$ cat config.mk
export PLATFORM = sky130hd
export DESIGN_NAME = norm_row_div
export DESIGN_NICKNAME = d
export VERILOG_FILES = /design/src/rtl/norm_row_div.sv
export SDC_FILE = /design/constraint.sdc
export NUM_CORES = 1
export LEC_CHECK = 0
export BUFFER_PORTS_ARGS = -buffer_cell sky130_fd_sc_hd__buf_4
export CAP_MARGIN = 20
export CORE_UTILIZATION = 35
export DETAILED_ROUTE_END_ITERATION = 8
export GPL_TIMING_DRIVEN = 0
export PLACE_DENSITY_LB_ADDON = 0.15
export SLEW_MARGIN = 20
export SYNTH_ARGS = -nofsm -noshare
export SYNTH_HDL_FRONTEND = slang
export SYNTH_SLANG_ARGS = --single-unit
export TNS_END_PERCENT = 100
$ cat constraint.sdc
create_clock -name clk -period 7.3 [get_ports clk]
set_input_delay 0.73 -clock clk [delete_from_list [all_inputs] [get_ports clk]]
set_output_delay 0.73 -clock clk [all_outputs]
set_load 0.03 [all_outputs]
$ cat src/rtl/norm_row_div.sv
// rtl/norm_row_div.sv - row normalizer: emits 256*|x_i|/sum(|x|) one lane per cycle
// Optional feature macro: NORM_ROUND_EN (round-half-up with saturation at 256)
module norm_row_div #(
   parameter int bw_psum = 11,
   parameter int lanes   = 8,
   parameter int qbw     = 9
) (
   input  logic                       clk,
   input  logic                       reset,
   input  logic [bw_psum*lanes-1:0]   psum_in,
   input  logic                       s_valid,
   output logic                       s_ready,
   output logic [bw_psum-1:0]         psum_norm,
   output logic                       norm_valid,
   output logic [$clog2(lanes)-1:0]   norm_lane
);

   localparam int lw = $clog2(lanes);
   localparam int tw = bw_psum + lw;       // magnitude sum width, cannot overflow
   localparam int nw = bw_psum + 9;        // numerator |x|<<8 plus rounding headroom
   localparam int dw = tw + qbw - 1;       // divisor shifted up to the quotient MSB
   localparam int cw = $clog2(qbw);

   typedef enum logic [1:0] {IDLE, SUM, DIV, OUT} state_t;

   state_t                     state, state_nxt;
   logic [bw_psum*lanes-1:0]   row;
   logic [tw-1:0]              tot;
   logic [lw-1:0]              lane;
   logic [cw-1:0]              bit_idx;
   logic [nw-1:0]              rem;
   logic [qbw-1:0]             quo;
   logic [qbw-1:0]             result [lanes];

   logic [bw_psum-1:0]         lane_x;
   logic [bw_psum-1:0]         mag;
   logic [nw-1:0]              num;
   logic [nw-1:0]              rem_cur;
   logic [dw-1:0]              rem_ext;
   logic [dw-1:0]              dsh;
   logic                       fits;
   logic [nw-1:0]              rem_nxt;
   logic [qbw-1:0]             quo_cur;
   logic [qbw-1:0]             quo_nxt;
   logic [qbw-1:0]             q_final;
   logic                       lane_last;
   logic                       bit_first;
   logic                       bit_last;

   assign lane_last = (lane == lw'(lanes - 1));
   assign bit_first = (bit_idx == cw'(qbw - 1));
   assign bit_last  = (bit_idx == '0);

   // Select the current lane of the captured row and take its magnitude
   always_comb begin
      lane_x = '0;
      for (int i = 0; i < lanes; i++) begin
         if (lane == lw'(i)) lane_x = row[i*bw_psum +: bw_psum];
      end
      // Two's-complement negate; the most negative value maps to 2^(bw_psum-1) unsigned
      mag = lane_x[bw_psum-1] ? (~lane_x + 1'b1) : lane_x;
   end

   // One restoring-division step: compare remainder against tot shifted to the current quotient bit
   always_comb begin
`ifdef NORM_ROUND_EN
      num = nw'({mag, 8'd0}) + nw'(tot >> 1);
`else
      num = nw'({mag, 8'd0});
`endif
      rem_cur = bit_first ? num : rem;
      quo_cur = bit_first ? '0 : quo;
      rem_ext = dw'(rem_cur);
      dsh     = dw'(tot) << bit_idx;
      fits    = (rem_ext >= dsh);
      rem_nxt = fits ? nw'(rem_ext - dsh) : rem_cur;
      quo_nxt = {quo_cur[qbw-2:0], fits};
`ifdef NORM_ROUND_EN
      q_final = (quo_nxt > qbw'(256)) ? qbw'(256) : quo_nxt;
`else
      q_final = quo_nxt;
`endif
   end

   // State register
   always_ff @(posedge clk or posedge reset) begin
      if (reset) state <= IDLE;
      else       state <= state_nxt;
   end

   // Next-state logic; s_ready is asserted only while idle
   always_comb begin
      state_nxt = state;
      s_ready   = 1'b0;
      case (state)
         IDLE: begin
            s_ready = 1'b1;
            if (s_valid) state_nxt = SUM;
         end
         SUM:  if (lane_last) state_nxt = DIV;
         DIV:  if (lane_last && bit_last) state_nxt = OUT;
         OUT:  if (lane_last) state_nxt = IDLE;
         default: state_nxt = IDLE;
      endcase
   end

   // Datapath: row capture, magnitude accumulation, bit-serial divide, serial output
   always_ff @(posedge clk or posedge reset) begin
      if (reset) begin
         row        <= '0;
         tot        <= '0;
         lane       <= '0;
         bit_idx    <= '0;
         rem        <= '0;
         quo        <= '0;
         psum_norm  <= '0;
         norm_valid <= 1'b0;
         norm_lane  <= '0;
         for (int i = 0; i < lanes; i++) result[i] <= '0;
      end else begin
         case (state)
            IDLE: begin
               psum_norm  <= '0;
               norm_valid <= 1'b0;
               norm_lane  <= '0;
               if (s_valid) begin
                  row  <= psum_in;
                  tot  <= '0;
                  lane <= '0;
               end
            end
            SUM: begin
               tot  <= tot + tw'(mag);
               lane <= lane_last ? '0 : lane + 1'b1;
               if (lane_last) bit_idx <= cw'(qbw - 1);
            end
            DIV: begin
               rem <= rem_nxt;
               quo <= quo_nxt;
               if (bit_last) begin
                  // A zero row skips the quotient but keeps the fixed schedule
                  result[lane] <= (tot == '0) ? '0 : q_final;
                  bit_idx      <= cw'(qbw - 1);
                  lane         <= lane_last ? '0 : lane + 1'b1;
               end else begin
                  bit_idx <= bit_idx - 1'b1;
               end
            end
            OUT: begin
               psum_norm  <= bw_psum'(result[lane]);
               norm_valid <= 1'b1;
               norm_lane  <= lane;
               lane       <= lane_last ? '0 : lane + 1'b1;
            end
            default: ;
         endcase
      end
   end

endmodule

==> results of run 1 <==
power groups by stage:
stage	sequential [uW]	combinational, uW	clock [uW]
6_report	1240	72.7	1460
5_1_grt	1240	80.7	1540
4_1_cts	1240	76.1	1480
3_5_place_dp	1260	75.8	0
3_3_place_gp	1270	71.5	0
2_1_floorplan	1260	20.7	0
kinds of logic after synthesis:
| logic type | share of synthesized area |
|---|---|
| adders and majority gates | 0.0452 |
| AOI/OAI and AO/OA | 0.152 |
| other | 0.000293 |
| and+or+nand+nor | 0.125 |
| muxes | 0.189 |
| DFF | 0.438 |
| buffers and inverters | 0.0326 |
| xor gates and xnor gates | 0.0178 |
worst max-delay path: cells and delay by family, from the launching register on:
kind / cells / cell delay, ns
adders and majority gates: 3 / 0.91
and+or+nand+nor: 7 / 1.52
buffers and inverters: 6 / 1.37
xor gates and xnor gates: 1 / 0.23
muxes: 1 / 0.35
AOI/OAI and AO/OA: 7 / 1.93
DFF: 1 / 0.41
through the flow:
stage	util	power, uW	setup TNS (ns)	hold WS [ns]
after global placement	0.396	1340	-584.90	0.455
final	0.425	2770	0	0.208
after floorplan	-	1290	0	0.445
after global routing	0.425	2860	0	0.226
after detailed placement	0.398	1340	0	0.463
after CTS	0.425	2800	0	0.231
per-layer routing:
metal | up-vias | global-route usage
met5 | - | 0
met4 | 0 | 0.0489
met3 | 45 | 0.0275
met2 | 201 | 0.328
met1 | 4974 | 0.284
li1 | 4721 | -
state kept, by name, summed over array words and instances, names as in the netlist, named ones only:
| signal | flops |
|---|---|
| psum_norm | 9 |
| norm_lane | 3 |
| lane | 3 |
| rem | 19 |
| result | 72 |
| state | 2 |
| bit_idx | 4 |
| tot | 14 |
| norm_valid | 1 |
| quo | 8 |
| row | 88 |
final timing paths:
check	slack, ns	to	cells past startpoint
max	0.45	rem[7]	25
min reg2reg	0.47	result[5]	2
max in group asynchronous	5.90	rem[5]	4
min in group clk	0.42	row[29]	2
min	0.21	row[29]	2
max reg2reg	0.45	rem[7]	25
layout make-up:
class	instances	area, um^2
Buffer	67	294
Clock buffer	39	781
Clock inverter	8	171
Fill cell	3526	20500
Inverter	34	135
Multi-Input combinational cell	896	6800
Sequential cell	224	5610
Tap cell	461	577
Timing Repair Buffer	106	836
Yosys cell counts (all sizes together), types with 4 or more instances:
cell type / number / area, um^2
nor2b: 17 / 106
nand3: 14 / 70.1
dfrtp: 224 / 5610
ha: 43 / 538
o21a: 10 / 76.3
nor3b: 4 / 30.0
clkbuf: 34 / 128
nor4: 5 / 31.3
nand4: 8 / 50.1
mux2: 144 / 1620
or2: 6 / 37.5
o31a: 4 / 35.0
a21oi: 48 / 244
a21o: 8 / 60.1
o21ai: 89 / 449
a22o: 13 / 114
nor3: 18 / 90.1
and3: 11 / 68.8
nand2: 143 / 537
o221ai: 4 / 35.0
o2bb2ai: 13 / 114
o22ai: 9 / 56.3
nor2: 61 / 231
mux2i: 35 / 350
buf: 33 / 163
xnor2: 23 / 201
inv: 32 / 120
or3: 6 / 37.5
and2: 16 / 100
a211oi: 9 / 67.6
nand3b: 9 / 67.6
a41oi: 4 / 42.6
a211o: 5 / 43.8
o31ai: 9 / 67.6
a221oi: 8 / 87.6
a221o: 6 / 60.1
o21bai: 5 / 37.5
o211ai: 8 / 60.1
mux4: 20 / 450
nand2b: 11 / 68.8
a31oi: 13 / 81.3
==> impl.org, run 1 <==
** Floorplan
- The initial utilization of the core area, before any placement, comes to 0.358.
- Placement row count :: 69
- The floorplan step set the die width to 193 um.
- The floorplan step defined a core boundary enclosing 35700 um^2.
- Die Footprint :: 37300 um^2
- The floorplan step set the die height to 193 um.
- Pin placement for this block handled 107 I/O pins.

** Worst setup path
- In this run the critical register-to-register path is launched from lane[2].
- Nature of the critical path endpoint :: flop
- Along the worst path, the maximum fanout reaches 10.
- At the worst endpoint, the required time is 7.72 ns.
- Data arrives at the worst endpoint at 7.27 ns.
- Library cell contributing the largest single delay on the critical path :: sky130_fd_sc_hd__a221oi_2
- Class of the most critical setup path :: flop to flop
- For this run, the slowest stage of the critical path takes 0.48 ns.
- Category of the worst setup path launch point :: flop
- CP Launch Point :: lane[2]

** Detailed routing
- Count of nets left with antenna violations after detail routing :: 0
- After detailed routing, the number of remaining DRC violations is 8.
- DRT Wirelength :: 37400 um
- Detailed route wirelength on metal3 :: 1650 um
- After detailed routing, the wire length on met1 is 17700 um.
- Number of iterations in the first detailed-routing pass :: 7
- Initial detailed-routing violation count :: 607
- The routed layout has 9941 vias.
- Detailed routing placed a total of 17300 um of wire on met2.
- In this run the top signal layer used is met4.
- Number of vias per cell :: 5.42
- Dividing the detail-routed wire length by the instance count gives 20.4 um.

** Cells and area
- Post-route insts no fill :: 1835
- At the end of the flow, the number of nets in the layout was 1491.
- The finished cells cover 15200 um^2.
- Leaving out fill and tap cells, the most frequent cell in the layout is sky130_fd_sc_hd__dfrtp_1.
- Antenna fix cells :: 0
- Of the cells placed in the final design, the portion with a size suffix greater than 1 is 0.256.
- Leading cell types in the layout, fill and taps excluded :: 224 x sky130_fd_sc_hd__dfrtp_1, 144 x sky130_fd_sc_hd__mux2_2, 143 x sky130_fd_sc_hd__nand2_1
- Compared with the post-synthesis result, the final layout area differs by 18.7%.

** Placement
- In this run the cell area measured after placement is 14200 um^2.
- At the end of routability-driven placement, the weighted congestion stood at 0.880.
- In this run the tool buffered the top-level ports with 104 buffer cells.
- Post-Place Setup Slack :: 0.165 ns
- Number of cells after detailed placement :: 1788
- Detailed placement ended at an HPWL of 27500 um.

** Yosys
- The mapped netlist covers 12800 um^2.
- After synthesis, the share of flip-flops with an asynchronous set or reset is 1.00.
- The synthesized design contains 0 enable-type register cells.
- Mean instance size in the synthesized netlist :: 10.5 um^2
- In this run, distinct cell masters in the synthesized netlist total 77.
- In the synthesized netlist, the number of instances is 1220.
- Leading register cell type out of synthesis :: sky130_fd_sc_hd__dfrtp_1
- FF+latch count, synth :: 224
- The Yosys step of the flow raised 0 warnings.
- Sequential cell area fraction in the yosys report :: 0.438

** Power
- Total net switching power :: 584 uW
- Sequential fraction of design power :: 0.448
- PwrDens :: 182 nW/um^2
- Proportion of total power due to net switching :: 0.211
- Static Leakage :: 0.00727 uW
- Of the total power, combinational logic draws 0.026.
- Clock power share :: 0.526
- The worst-case IR drop observed on VDD is 0.000122 V.
- Cell internal power was estimated by the tool at 2190 uW.

** STA
- Setup repair after global routing left no endpoint under its margin.
- Final setup margin :: 0.448 ns
- Worst max-slew margin expressed relative to the limit :: 0.274
- Slew at the pin with the worst max-slew slack :: 1.09 ns
- For this run, the top clock speed supported by timing is 146 MHz.
- Worst setup skew after layout :: 0.0190 ns
- Dividing the final minimum period by the clock period gives 0.939.
- Total count of max-transition violations in the final report :: 0
- Minimum clock period after layout :: 6.85 ns
- The number of hold violations in the final report was 0.
- Setup violations remaining at the end of the flow were counted as 0.

** Flow run
- Across the run, the number of max-cap violations was 0.

** Clock network
- Clock tree synthesis inserted a total of 26 buffers.
- Clock-pin slew was measured on the worst setup and hold paths at 0.06 ns.
- The clock reaches the later pin of the worst-skew pair after 0.54 ns.
- Post-CTS repair changed the size of 0 cells.
- Clock tree synthesis found a total of 224 sinks.
- Master cell of the clock root buffer :: sky130_fd_sc_hd__clkbuf_16
- TritonCTS clock tree :: yes
- H-tree depth reported by CTS :: 1
- Max clock buf depth :: 3
- Number of buffers inserted to repair setup after CTS :: 0
- Hold repair after CTS inserted 0 buffers.

** GRT
- The number of global-route vias before repair was 10095.
- First-pass GRT wire length :: 59200 um
- The initial antenna violation count is 0.
- Maximum number of pins on one net before global-route repair :: 84
- Global router's overall resource usage :: 0.202
- After global routing the overflow that remains totals 0.

** Min path
- The min-delay analysis places its worst path in the category input pin to asynchronous set/reset pin.

** Run status
- Failing checks :: DRC
- Status :: finished with violations
(Power assumes the default switching activity.)
==> run 2: changes to the inputs <==
--- a/config.mk
+++ b/config.mk
@@ -6,8 +6,8 @@
 export NUM_CORES = 1
 export LEC_CHECK = 0
 export BUFFER_PORTS_ARGS = -buffer_cell sky130_fd_sc_hd__buf_4
-export CAP_MARGIN = 20
 export CORE_UTILIZATION = 35
+export CTS_BUF_LIST = sky130_fd_sc_hd__clkbuf_2
 export DETAILED_ROUTE_END_ITERATION = 8
 export GPL_TIMING_DRIVEN = 0
 export PLACE_DENSITY_LB_ADDON = 0.15
==> constraint.sdc (replaced) <==
create_clock -name clk -period 8.11 [get_ports clk]
set_input_delay 0.811 -clock clk [delete_from_list [all_inputs] [get_ports clk]]
set_output_delay 0.811 -clock clk [all_outputs]
set_load 0.03 [all_outputs]
==> run 2 against run 1 <==
Effect of this change: the flow still finishes with violations (DRC); fmax decreased by 5.9%; hold slack got worse by 0.027 ns; clock-buffer cell count up 57; sequential share of layout area up 1.1 points; register-to-register slack better by 0.38 ns; core utilization down 1.2 points; via count grew 3.6%; die area unchanged; sequential power is 9.7% lower.
==> impl.org, run 2 (synthesis gave the netlist of run 1 again) <==
** Detailed routing
- Remaining routing DRC violations :: 8 (unchanged)
- Routed wire length per instance :: 19.9 um (-2.3%)
- Count of nets left with antenna violations after detail routing :: 0 (unchanged)
- The DRC violation total after the first TritonRoute iteration was 570 (-6.1%).
- The detailed-route via count came to 10296 (+3.6%).
- The total length of routed wires was 37800 um (+1.1%).
- Number of vias per cell :: 5.42 (about the same)
- Number of iterations in the first detailed-routing pass :: 7 (unchanged)

** Worst setup path
- Worst endpoint required time :: 8.86 ns (+1.14 ns)
- Category of the worst setup path launch point :: flop
- In this run the worst setup path begins at lane[2].
- The register-to-register path setup slack was 0.83 ns (+0.38 ns).
- The data arrival time of the worst path is 8.03 ns (+0.76 ns).
- Class of the most critical setup path :: flop to flop
- Worst Reg-to-Reg Cells :: 25 (unchanged)
- The largest fanout on the critical path was 10 (unchanged).
- CP Capture Point :: rem[7]
- Critical register-to-register path endpoint :: rem[7]
- STA classifies the critical path endpoint as a flop.
- Crit Reg-Reg Startpoint :: lane[2]

** Cells and area
- Reg with most FFs :: row
- The library cells used most frequently in the layout, excluding fill and tap cells, are 224 x sky130_fd_sc_hd__dfrtp_1, 144 x sky130_fd_sc_hd__mux2_2, 143 x sky130_fd_sc_hd__nand2_1.
- The fill cell instance count of the final layout was 3631 (+3.0%).
- The final net count was 1534 (+2.9%).
- Proportion of layout cells with a drive suffix above 1 :: 0.282 (+0.0257)
- Post-route insts no fill :: 1899 (+3.5%)
- Layout overhead on the synthesized area :: 15.4%
- The final core area utilization is 0.413 (-0.0119).
- The flip-flop count of the largest register after layout was 88 (unchanged).
- The library cell used most frequently in the layout, excluding fill and tap cells, is sky130_fd_sc_hd__dfrtp_1.
- In the final layout, the registers with the most flip-flops are row (88), result (72), rem (19).

** STA
- Share of the clock period used by the worst path :: 0.897 (-0.0412)
- Setup repair after global routing left no endpoint under its margin.
- Total Neg Setup Slack :: 0 ns (unchanged)
- Slew at the pin with the worst max-slew slack :: 1.08 ns (-0.00938 ns)
- The max-slew violation total from the final report is 0 (unchanged).
- The final hold slack was 0.180 ns (-0.0273 ns).
- Worst setup skew after layout :: 0.0568 ns (+0.0378 ns)
- The setup-violating endpoint count in the final report came to 0 (unchanged).
- Minimum clock period after layout :: 7.28 ns (+0.426 ns)
- Final setup margin :: 0.832 ns (+0.384 ns)
- The number of hold violations in the final report is 0 (unchanged).
- The worst slew slack as a fraction of its limit is 0.280 (+0.00627).
- The achievable frequency was 137 MHz (-5.9%).

** Clock network
- Number of buffers inserted to repair setup after CTS :: 0 (unchanged)
- Max clock buf depth :: 3 (unchanged)
- TritonCTS built the clock tree.
- TritonCTS buffer count :: 68 (+160%)
- The total clock sinks is 224 (unchanged).
- The clock latency of the later-clocked register in the worst-skew pair is 0.88 ns (+0.34 ns).
- The root buffer cell chosen for the clock tree is sky130_fd_sc_hd__clkbuf_2.
- The post-CTS clock slew at the launch and capture registers of the worst setup and hold paths came to 0.10 ns (+0.04 ns).
- The number of H-tree levels is 3 (+2).

** Floorplan
- Die Footprint :: 37300 um^2 (unchanged)
- Starting utilization of the core area :: 0.358 (unchanged)
- Core outline area :: 35700 um^2 (unchanged)
- The number of placement rows came to 69 (unchanged).
- Width of the chip :: 193 um (unchanged)
- Num ports :: 107 (unchanged)
- The vertical die dimension is 193 um (unchanged).

** Placement
- The routability-driven placement congestion ratio is 0.880 (unchanged).
- The number of placed instances with taps included was 1788 (unchanged).
- The number of buffers inserted by port buffering was 104 (unchanged).
- Post-Place Setup Slack :: 0.975 ns (+0.810 ns)
- The half-perimeter wire length after detailed placement was 27500 um (unchanged).

** Power
- Maximum VDD drop :: 0.0000596 V (-51%)
- Clock power share :: 0.408 (-0.118)
- The fraction of power spent switching nets came to 0.270 (+0.0593).
- Internal :: 1460 uW (-33%)
- Combinational share of power :: 0.033 (+0.007)
- PwrDens :: 135 nW/um^2 (-26%)
- Static Leakage :: 0.00723 uW (-0.58%)
- Sequential fraction of design power :: 0.559 (+0.111)
- Total net switching power :: 539 uW (-7.7%)

** GRT
- Maximum number of pins on one net before global-route repair :: 84 (unchanged)
- The number of global-route vias before repair is 10479 (+3.8%).
- First-pass GRT wire length :: 59900 um (+1.2%)
- Global router's overall resource usage :: 0.206 (+0.00475)
- The total congestion overflow after global routing was 0 (unchanged).
- Initial antenna violation count :: 1 (+1)

** Run status
- The flow ran to the end, but the final reports show violations.
- Failing checks :: DRC

** Flow run
- Total of max-cap violations :: 0 (unchanged)

** Min path
- Hold Crit Class :: input pin to flop
-- run 2: cell count changes in the layout (fill, tap and decap cells not counted), moves of 5 or more --
cell                        previous run  this run
sky130_fd_sc_hd__clkbuf_2              1        96
sky130_fd_sc_hd__clkbuf_16            27         0
sky130_fd_sc_hd__clkinv_1              2        14
sky130_fd_sc_hd__clkbuf_1             40        34
sky130_fd_sc_hd__clkbuf_8              6         0
sky130_fd_sc_hd__bufinv_16             5         0
-- run 2: through the flow --
stage          area [um^2]  power (uW)
6_report             14800        2000
5_1_grt              14800        2100
4_1_cts              14800        2030
3_5_place_dp         14200        1210
3_3_place_gp         14200        1200
2_1_floorplan        12800        1160
-- run 2: cell type report --
class | instances | area, um^2 | share of cell area
multi-input combinational | 896 | 6790 | 0.459
sequential | 224 | 5610 | 0.380
timing repair buffer | 107 | 846 | 0.0573
tap | 461 | 577 | 0.0391
clock buffer | 96 | 480 | 0.0325
buffer | 67 | 290 | 0.0197
inverter | 34 | 135 | 0.00915
clock inverter | 13 | 48.8 | 0.00330
antenna | 1 | 2.50 | 0.000169
-- run 2: critical path, stage by stage, from the launching register on --
cell,delay (ns)
sky130_fd_sc_hd__dfrtp_1,0.42
sky130_fd_sc_hd__inv_1,0.23
sky130_fd_sc_hd__buf_1,0.56
sky130_fd_sc_hd__ha_1,0.37
sky130_fd_sc_hd__buf_2,0.26
sky130_fd_sc_hd__o21ai_0,0.19
sky130_fd_sc_hd__a221oi_1,0.61
sky130_fd_sc_hd__nor3_1,0.17
sky130_fd_sc_hd__inv_1,0.19
sky130_fd_sc_hd__ha_1,0.23
sky130_fd_sc_hd__inv_1,0.07
sky130_fd_sc_hd__a21oi_1,0.11
sky130_fd_sc_hd__nand4_1,0.24
sky130_fd_sc_hd__o21ai_1,0.25
sky130_fd_sc_hd__xnor2_1,0.23
sky130_fd_sc_hd__mux2_2,0.35
sky130_fd_sc_hd__ha_1,0.37
sky130_fd_sc_hd__nand4_1,0.19
sky130_fd_sc_hd__or3_1,0.35
sky130_fd_sc_hd__o31ai_1,0.23
sky130_fd_sc_hd__nor4_1,0.09
sky130_fd_sc_hd__o21ai_1,0.27
sky130_fd_sc_hd__and2_1,0.24
sky130_fd_sc_hd__buf_2,0.29
sky130_fd_sc_hd__nand2_1,0.26
sky130_fd_sc_hd__o32ai_1,0.38
-- run 2: what timing repair did --
item	CTS	global route
hold endpoints to repair	66	0
gates resized for setup	0	0
setup endpoints to repair	0	0
hold buffers	1	0
-- run 2: worst min-delay path by stage --
stage / to / cells after the start / startpoint / slack, ns
5_1_grt: row[52] / 2 / psum_in[52] / 0.09
3_5_place_dp: norm_valid / 2 / norm_valid / 0.46
4_1_cts: row[2] / 2 / psum_in[2] / 0.08
3_3_place_gp: norm_valid / 2 / norm_valid / 0.46
2_1_floorplan: result[19] / 2 / result[19] / 0.44
6_report: row[33] / 2 / psum_in[33] / 0.18
-- run 2: power groups by stage --
stage,Combinational (uW),Sequential [uW],Clock (uW)
after floorplan,18.7,1140,0
after global placement,64.3,1140,0
after detailed placement,68.3,1140,0
after CTS,68.9,1120,850
after global routing,73.1,1120,907
final,65.9,1120,815
-- run 2: layer usage --
metal / routed length [um] / vias up / GRT usage
met2: 17400 / 290 / 0.326
met5: 0 / - / 0
met1: 17500 / 5110 / 0.280
met4: 849 / 0 / 0.0785
li1: - / 4837 / -
met3: 2090 / 59 / 0.0387
==> run 3: changes to the inputs <==
--- a/config.mk
+++ b/config.mk
@@ -5,10 +5,10 @@
 export SDC_FILE = /design/constraint.sdc
 export NUM_CORES = 1
 export LEC_CHECK = 0
-export BUFFER_PORTS_ARGS = -buffer_cell sky130_fd_sc_hd__buf_4
 export CORE_UTILIZATION = 35
 export CTS_BUF_LIST = sky130_fd_sc_hd__clkbuf_2
 export DETAILED_ROUTE_END_ITERATION = 8
+export DONT_BUFFER_PORTS = 1
 export GPL_TIMING_DRIVEN = 0
 export PLACE_DENSITY_LB_ADDON = 0.15
 export SLEW_MARGIN = 20
==> constraint.sdc (replaced) <==
create_clock -name clk -period 9.44 [get_ports clk]
set_input_delay 0.944 -clock clk [delete_from_list [all_inputs] [get_ports clk]]
set_output_delay 0.944 -clock clk [all_outputs]
set_load 0.03 [all_outputs]
==> run 3 against run 2 <==
Effect of this change: critical endpoint unchanged; the run still ends with DRC left; critical path depth did not move; via count is 1.8% lower; largest power group unchanged; sequential share of layout area fell by 0.19 points.
==> impl.org, run 3 (synthesis gave the netlist of run 1 again) <==
** STA
- Minimum clock period after layout :: 7.24 ns (-0.0421 ns)
- Setup repair after global routing left no endpoint under its margin.
- The final cycle utilization of the critical path was 0.767 (-0.131).
- Worst setup skew after layout :: 0.0669 ns (+0.0101 ns)
- Total Neg Setup Slack :: 0 ns (unchanged)
- The setup-violating endpoint count in the final report is 0 (unchanged).
- Final Hold Viols :: 0 (unchanged)
- Final setup margin :: 2.20 ns (+1.37 ns)
- Total count of max-transition violations in the final report :: 0 (unchanged)
- The worst-margin pin slew is 1.08 ns (+0.00174 ns).
- Fmax achieved :: 138 MHz (+0.58%)
- Worst max-slew margin expressed relative to the limit :: 0.279 (-0.00116)

** GRT
- The maximum number of pins on one net before global-route repair is 94 (+12%).
- The number of global-route vias before repair came to 10483 (+0.038%).
- Initial antenna violation count :: 2 (+1)
- Total gr overflow :: 0 (unchanged)
- First-pass GRT wire length :: 60300 um (+0.62%)
- The global-route total usage across every layer came to 0.207 (+0.000755).

** Floorplan
- Core outline area :: 35700 um^2 (unchanged)
- The horizontal extent of the die came to 193 um (unchanged).
- The initial core utilization is 0.358 (unchanged).
- Die Footprint :: 37300 um^2 (unchanged)
- The number of top-level pins came to 107 (unchanged).
- The number of placement rows was 69 (unchanged).
- Chip height :: 193 um (unchanged)

** Clock network
- The post-CTS clock slew at the launch and capture registers of the worst setup and hold paths came to 0.10 ns (about the same).
- Clk Latency, worst-skew pair :: 1.00 ns (+0.12 ns)
- Master cell of the clock root buffer :: sky130_fd_sc_hd__clkbuf_2
- TritonCTS clock tree :: yes
- The maximum clock insertion buffer count came to 3 (unchanged).
- The number of H-tree levels came to 2 (-1).
- Clk sinks :: 224 (unchanged)
- TritonCTS buffer count :: 61 (-10%)
- Post-cts sizing count :: 0 (unchanged)

** Cells and area
- Most common library cell in the layout ignoring fill and taps :: sky130_fd_sc_hd__dfrtp_1
- Flip-flop count of the largest register after layout :: 88 (unchanged)
- The share of final-layout standard cells stronger than drive strength 1 was 0.208 (-0.0734).
- Layout overhead on the synthesized area :: 15.9%
- Area used by multi-input combinational logic :: 6790 um^2 (unchanged)
- Net count, final :: 1511 (-1.5%)
- Counting flops per register, the top entry is row.
- In the final layout, the registers with the most flip-flops are row (88), result (72), rem (19).
- The final core area utilization was 0.415 (+0.00206).
- Leading cell types in the layout, fill and taps excluded :: 224 x sky130_fd_sc_hd__dfrtp_1, 144 x sky130_fd_sc_hd__mux2_2, 143 x sky130_fd_sc_hd__nand2_1
- The sequential standard cell area came to 5610 um^2 (unchanged).
- Final-layout fill cell count :: 3495 (-3.7%)

** Power
- The reported leakage power came to 0.00706 uW (-2.3%).
- Maximum VDD drop :: 0.0000607 V (+1.9%)
- PwrDens :: 113 nW/um^2 (-16%)
- Post-route total power :: 1680 uW (-16%)

** Worst setup path
- The worst setup path is captured at a flop.
- The count of cells along the worst register-to-register path was 25 (unchanged).
- By startpoint and endpoint, the worst setup path is classified as flop to flop.
- Library cell contributing the largest single delay on the critical path :: sky130_fd_sc_hd__a221oi_1
- CP Launch Point :: lane[2]
- The largest fanout on the critical path was 10 (unchanged).
- The register-to-register path setup slack is 2.20 ns (+1.37 ns).
- Family of cells with the greatest summed delay on the critical path :: compound AO/OA/AOI/OAI gates
- Critical register-to-register path endpoint :: rem[7]
- Following the worst setup path forward leads to its endpoint at rem[7].
- In this run the critical register-to-register path is launched from lane[2].
- Arrival @ worst endpoint :: 8.10 ns (+0.07 ns)
- Number of cells on the critical path :: 25 (unchanged)
- Max stage delay on crit path :: 0.64 ns (+0.03 ns)
- Category of the worst setup path launch point :: flop
- Worst endpoint required time :: 10.31 ns (+1.45 ns)
- The sum of buffers and inverters on the critical path was 6 (unchanged).

** Detailed routing
- The number of search-and-repair iterations in the first detailed-routing pass is 7 (unchanged).
- Initial detailed-routing violation count :: 516 (-9.5%)
- The routed via count divided by cell count came to 5.38 (-0.74%).
- The detailed-route via count came to 10112 (-1.8%).
- Count of nets left with antenna violations after detail routing :: 0 (unchanged)
- The average detailed-routed wire length per instance was 20.0 um (+0.53%).
- The total length of routed wires was 37600 um (-0.53%).
- The number of remaining DRC errors was 16 (+8).

** Placement
- The number of buffers inserted by port buffering was 0 (-100%).
- Post-Place Setup Slack :: 2.31 ns (+1.33 ns)
- The routability-driven placement congestion ratio came to 0.857 (-2.6%).
- The half-perimeter wire length after detailed placement was 27200 um (-0.76%).

** Flow run
- The number of maximum-capacitance violations is 0 (unchanged).

** Min path
- Hold Crit Class :: input pin to flop
- The startpoint identified for the worst hold timing path is s_valid.

** Run status
- Status :: finished with violations
- Failing checks :: DRC
==> run 3: final cells by class <==
cell class	instances	area share
sequential	224	0.378
multi-input combinational	896	0.457
antenna	3	0.000506
clock inverter	16	0.00421
timing repair buffer	91	0.0637
tap	461	0.0389
clock buffer	87	0.0293
inverter	34	0.00910
buffer	67	0.0196
==> run 3: timing repair <==
action                    in CTS  in global routing
hold endpoints to repair     180                  0
hold buffers                  89                  0
setup buffers                  0                  0
==> run 3: through the flow <==
| stage | hold WS, ns | instances | instance area, um^2 |
|---|---|---|---|
| 2_1_floorplan | 0.445 | 1221 | 12800 |
| 3_3_place_gp | 0.459 | 1682 | 13400 |
| 3_5_place_dp | 0.467 | 1684 | 13400 |
| 4_1_cts | 0.274 | 1876 | 14800 |
| 5_1_grt | 0.352 | 1878 | 14800 |
| 6_report | 0.411 | 1879 | 14800 |
==> run 3: metal layers <==
| layer | wire length [um] | GRT usage | up-vias | part of all wire |
|---|---|---|---|---|
| met5 | 0 | 0 | - | 0 |
| met4 | 845 | 0.0750 | 0 | 0.022 |
| met3 | 1770 | 0.0387 | 63 | 0.047 |
| met2 | 17400 | 0.327 | 246 | 0.46 |
| met1 | 17600 | 0.283 | 4995 | 0.47 |
| li1 | - | - | 4808 | - |
==> run 3: how the worst min path moves through the flow <==
stage | endpoint | slack [ns] | depth (start not counted)
CTS | tot[10] | 0.27 | 2
floorplan | result[19] | 0.44 | 2
global placement | result[44] | 0.46 | 2
global route | tot[10] | 0.35 | 2
finish | tot[10] | 0.41 | 2
detailed placement | result[44] | 0.47 | 2
==> run 3: where the power goes <==
group          internal (uW)  switching (uW)
Sequential               959               0
Clock                    245             422
Combinational           28.0            27.1
Total                   1230             449
==> run 3: worst reg2reg max path: cells and delay by family, from the launching register on <==
kind / cells / cell delay, ns
simple gates: 7 / 1.54
xor+xnor: 1 / 0.23
flops: 1 / 0.42
compound gates: 7 / 2.02
fa+ha+maj: 3 / 0.96
mux: 1 / 0.35
buf+inv: 6 / 1.60
